--- config.mk ---
export PLATFORM = sky130hd
export DESIGN_NAME = neuron_layer_seq
export DESIGN_NICKNAME = d
export VERILOG_FILES = /design/src/rtl/neuron_layer_seq.sv
export SDC_FILE = /design/constraint.sdc
export NUM_CORES = 1
export LEC_CHECK = 0
export ABC_AREA = 1
export CORE_ASPECT_RATIO = 0.7
export CORE_MARGIN = 8
export CORE_UTILIZATION = 50
export CTS_CLUSTER_DIAMETER = 60
export DETAILED_ROUTE_END_ITERATION = 6
export PLACE_DENSITY = 0.91
export RECOVER_POWER = 100
export SYNTH_ARGS = -nofsm -noshare
export SYNTH_HDL_FRONTEND = slang
export SYNTH_SLANG_ARGS = --single-unit
--- constraint.sdc ---
create_clock -name clk -period 2.8 [get_ports clk]
set_input_delay 0.56 -clock clk [delete_from_list [all_inputs] [get_ports clk]]
set_output_delay 0.56 -clock clk [all_outputs]
set_load 0.02 [all_outputs]
--- src/rtl/neuron_layer_seq.sv ---
// Layer sequencer: time-multiplexes one MAC/quantize/ReLU datapath over NUM_NEURONS neurons.
// Optional macro NEURON_SEQ_PERF_EN adds a 32-bit busy-cycle counter output (cycle_cnt).
`timescale 1ns/1ps
module neuron_layer_seq #(
  parameter int NUM_INPUTS  = 8,
  parameter int NUM_NEURONS = 4,
  parameter int IN_AW       = 3,
  parameter int N_AW        = 2,
  parameter int W_AW        = 5
) (
  input  logic              clk,
  input  logic              rst,
  input  logic              start,
  output logic              busy,
  output logic              done,
  output logic              rd_en,
  output logic [W_AW-1:0]   w_addr,
  output logic [IN_AW-1:0]  x_addr,
  output logic [N_AW-1:0]   b_addr,
  output logic              mac_en,
  output logic              mac_load,
  input  logic [15:0]       neuron_result,
  output logic              out_valid,
  output logic [N_AW-1:0]   out_idx,
`ifdef NEURON_SEQ_PERF_EN
  output logic [31:0]       cycle_cnt,
`endif
  output logic [15:0]       out_data
);

  generate
    if (NUM_INPUTS < 2) begin : g_bad_inputs
      $error("neuron_layer_seq: NUM_INPUTS must be >= 2");
    end
    if (NUM_NEURONS < 1) begin : g_bad_neurons
      $error("neuron_layer_seq: NUM_NEURONS must be >= 1");
    end
    if ((1 << IN_AW) < NUM_INPUTS) begin : g_bad_in_aw
      $error("neuron_layer_seq: IN_AW too narrow for NUM_INPUTS");
    end
    if (N_AW < 1 || (1 << N_AW) < NUM_NEURONS) begin : g_bad_n_aw
      $error("neuron_layer_seq: N_AW too narrow for NUM_NEURONS");
    end
    if ((1 << W_AW) < NUM_INPUTS * NUM_NEURONS) begin : g_bad_w_aw
      $error("neuron_layer_seq: W_AW too narrow for the weight array");
    end
  endgenerate

  typedef enum logic [2:0] {IDLE, RUN, TAIL, WB, DONE} state_t;

  localparam int unsigned I_LAST_INT = NUM_INPUTS - 1;
  localparam int unsigned N_LAST_INT = NUM_NEURONS - 1;
  localparam logic [IN_AW:0]  I_LAST = I_LAST_INT[IN_AW:0];
  localparam logic [IN_AW:0]  I_ONE  = {{IN_AW{1'b0}}, 1'b1};
  localparam logic [N_AW-1:0] N_LAST = N_LAST_INT[N_AW-1:0];

  state_t          state, state_nxt;
  logic [N_AW-1:0] n, n_nxt;
  logic [IN_AW:0]  i, i_nxt;

  // In RUN, i is the input index whose SRAM read is issued this cycle.
  always_comb begin
    // NOTE: combinational logic uses blocking '=' with every target defaulted first, so no latch is inferred.
    state_nxt = state;
    n_nxt     = n;
    i_nxt     = i;
    case (state)
      IDLE: begin
        if (start) begin
          state_nxt = RUN;
          n_nxt     = '0;
          i_nxt     = '0;
        end
      end
      RUN: begin
        i_nxt = i + 1'b1;
        if (i == I_LAST) state_nxt = TAIL;
      end
      TAIL: state_nxt = WB;
      WB: begin
        if (n == N_LAST) begin
          state_nxt = DONE;
        end else begin
          state_nxt = RUN;
          n_nxt     = n + 1'b1;
          i_nxt     = '0;
        end
      end
      DONE:    state_nxt = IDLE;
      default: state_nxt = IDLE;
    endcase
  end

  // SRAM/MAC strobes are decoded from the next state so they line up with the state they belong to;
  // host-facing outputs are decoded from the current state and therefore trail it by one cycle.
  always_ff @(posedge clk) begin
    // NOTE: this block holds no memory arrays, so every register takes an explicit synchronous reset.
    if (rst) begin
      state     <= IDLE;
      n         <= '0;
      i         <= '0;
      rd_en     <= 1'b0;
      mac_en    <= 1'b0;
      mac_load  <= 1'b0;
      w_addr    <= '0;
      x_addr    <= '0;
      b_addr    <= '0;
      busy      <= 1'b0;
      done      <= 1'b0;
      out_valid <= 1'b0;
      out_idx   <= '0;
      out_data  <= '0;
    end else begin
      // NOTE: sequential state uses non-blocking '<=' so every register samples pre-edge values.
      state    <= state_nxt;
      n        <= n_nxt;
      i        <= i_nxt;
      rd_en    <= (state_nxt == RUN);
      mac_en   <= ((state_nxt == RUN) && (i_nxt != '0)) || (state_nxt == TAIL);
      mac_load <= (state_nxt == RUN) && (i_nxt == I_ONE);

      // Neurons are read back to back, so the weight address is one running counter per layer.
      if (state_nxt == RUN) begin
        w_addr <= (state == IDLE) ? '0 : w_addr + 1'b1;
        x_addr <= i_nxt[IN_AW-1:0];
        b_addr <= n_nxt;
      end

      busy      <= (state == RUN) || (state == TAIL) || (state == WB);
      done      <= (state == DONE);
      out_valid <= (state == WB);
      if (state == WB) begin
        out_idx  <= n;
        out_data <= neuron_result;
      end
    end
  end

`ifdef NEURON_SEQ_PERF_EN
  always_ff @(posedge clk) begin
    if (rst) begin
      cycle_cnt <= '0;
    end else if ((state == IDLE) && start) begin
      cycle_cnt <= '0;
    end else if (busy) begin
      cycle_cnt <= cycle_cnt + 32'd1;
    end
  end
`endif

endmodule

==> out/metrics.cfg <==
[power]
p_switching_mw = 0.291
ir_drop_mv = 0.342
p_comb_share_pct = 10.2
p_int_mw = 0.968
power_density_nw_per_um2 = 510
p_seq_share_pct = 50.6
p_leak_nw = 1.09
power_frac_clock_pct = 39.3
swShare_pct = 23.1

[run_status]
status = finished clean

[clock_tree]
cts_buffer_depth = 2
cts_root_buffer = clkbuf_8
clk_pin_slew_ns = 0.08
cts.repair_timing.setup_buffer_count = 0
clock-sinks = 43
cts-resized-gates = 0
htreeDepth = 2
ctsHoldBuffers = 0
cts_buffers = 5
cts_tree = yes
clock_latency_ns = 0.29

[placed_design]
dpl_cell_area_um2 = 2380
finalWeightedCongestion = 0.954
io_buffers = 52
hpwl_mm = 3.47

[timing]
fmax_mhz = 467
setup_violations = 0
tns_ns = 0
hold_viol = 0
finalMaxSlewViolations = 0
whs_ns = 0.470
max_slew_margin_pct = 38.9
grt_setup_unrepaired = false
tightest_slew_ns = 0.916
post-route-period-util_pct = 76.5
clock_skew_ns = 0.00719
final.min_clock_period_ns = 2.14

[route]
wl_mm = 4.70
first_pass_iters = 4
drtIter0Drc = 140
m1WireLength_mm = 2.07
dr_wl_met3_um = 543
vias = 1748
routed_via_density = 5.04
wire_per_inst_um = 13.5
postRouteAntennaNets = 0
drc = 0
wl_met2_mm = 2.08
top_layer = met4

[yosys]
synth_top_family_by_area = simple AND/OR/NAND/NOR gates
synth-seq-area-share_pct = 46.2
yosys_warnings = 0
synth_fp_nets = 267
syn-mean-instance-area_um2 = 7.57
synth_fa_ha_area_share_pct = 1.34
synth_compound_gate_area_share_pct = 10.2
ys_types = 29
synth_seq_cells = 43
yosys.area_share.simple_pct = 31.2
postSynthCellCount = 246
synth_xor_area_share_pct = 2.28
synthMuxAreaShare_pct = 0
syn_area_um2 = 1860

[layout]
regArea_um2 = 861
nFillCells = 307
fin_area_um2 = 2470
area_delta_synth_final_pct = 32.7
multi_input_area_um2 = 815
diodes = 0
nets = 317
fin_util_pct = 69.9
drive_above_1_share_pct = 8.42

[grt]
grt_pass1_vias = 1598
overflow = 0
grt_max_degree = 24
grt_use_total_pct = 15.6
antenna_found_initial = 0
grt_pass1_wl_mm = 7.31

[die]
rows = 18
chipHeight_um = 67.1
core_um2 = 3540
initial_core_util_pct = 52.7
io_pins = 53
die_w_um = 88.9
die-area_um2 = 5960

[min_path]
holdCritPathClass = reg2reg

[worst_setup_path]
cp_common_cell = nand2_1
crit_chain = inv_1 -> nand2_1 -> nor2_1 -> nand2_1 -> nand3_1 -> nand2_1 -> inv_2 -> nand3_1 -> a21oi_2
crit_required_ns = 3.02
cp_slowest_cell = dfxtp_1
critPathKind = reg2reg
slowest_delay_ns = 0.38
start_kind = flop
worstPathArrival_ns = 2.36
rrSetupSlack_ns = 0.66
cp-end-kind = flop
path_max_fanout = 13

[run]
cap_violations = 0

[cell usage in the layout (no fill, tap or decap), types with 3 or more instances in the layout]
master / count
nand2_1: 35
nor2_1: 66
a21oi_2: 3
nand4_1: 4
clkdlybuf4s50_1: 17
nand2_2: 4
dlygate4sd3_1: 35
inv_1: 18
clkbuf_8: 6
a21oi_1: 8
nand3_1: 13
xor2_1: 3
o21ai_0: 20
dfxtp_1: 43
[cell type report]
cell class	instances	area share, %
clock buffer	6	3.34
clock inverter	2	1.42
inverter	20	3.04
multi-input combinational	171	33.0
sequential	43	34.9
tap	50	2.53
timing repair buffer	55	21.8
[flip-flops by register name (all words and copies together), names as in the netlist]
| register | flops |
|---|---|
| out_idx | 2 |
| done | 1 |
| b_addr | 2 |
| out_valid | 1 |
| mac_en | 1 |
| rd_en | 1 |
| out_data | 16 |
| state | 3 |
| n | 2 |
| x_addr | 3 |
| busy | 1 |
| mac_load | 1 |
| i | 4 |
| w_addr | 5 |
[per-layer routing]
metal  track usage (%)  vias up
li1                  -      875
met2              24.7       82
met4              2.27        0
met3              8.23        2
met1              18.7      789
met5                 0        -
[worst max-delay path, delay by kind of cell (launching register included)]
kind                   cells  cell delay (ns)
and+or+nand+nor            6             0.92
buffers and inverters      2             0.62
DFF                        1             0.38
AOI/OAI and AO/OA          1             0.13
[synthesized netlist by cell type (all sizes together)]
library cell,n,area (um^2)
a21oi,11,70.1
a22oi,1,7.51
buf,8,72.6
clkbuf,4,15.0
dfxtp,43,861
ha,2,25.0
inv,20,75.1
nand2,39,164
nand3,15,90.1
nand4,4,25.0
nor2,69,279
nor3,2,10.0
nor4,1,6.26
o21ai,21,105
o21bai,1,7.51
or2,1,6.26
xor2,4,42.6
[power groups by stage]
stage	clock network [mW]	logic [mW]	registers (mW)
floorplan	0	0.0725	0.658
global placement	0	0.132	0.650
detailed placement	0	0.135	0.651
CTS	0.502	0.137	0.637
global route	0.534	0.140	0.638
finish	0.494	0.128	0.636
[metrics by stage]
stage               worst slack (ns)  total power, mW  instances
CTS                            0.808             1.28        347
global route                   0.468             1.31        347
floorplan                       1.36            0.731        246
finish                         0.657             1.26        347
global placement               0.854            0.782        339
detailed placement             0.772            0.786        339
[logic make-up after synthesis]
logic type	after synthesis
buf+inv	32
compound gates	34
xor+xnor	4
flops	43
simple gates	131
fa+ha+maj	2
[path summary, 6_finish.rpt]
kind,startpoint,end,cells past startpoint
max,state[2]$_SDFF_PP0_,w_addr[2]$_SDFFE_PP0P_,9
min,out_idx[0]$_SDFFE_PP0N_,out_idx[0]$_SDFFE_PP0N_,2
max reg2reg,state[2]$_SDFF_PP0_,w_addr[2]$_SDFFE_PP0P_,9
min reg2reg,out_idx[0]$_SDFFE_PP0N_,out_idx[0]$_SDFFE_PP0N_,2
(Power assumes the default switching activity.)
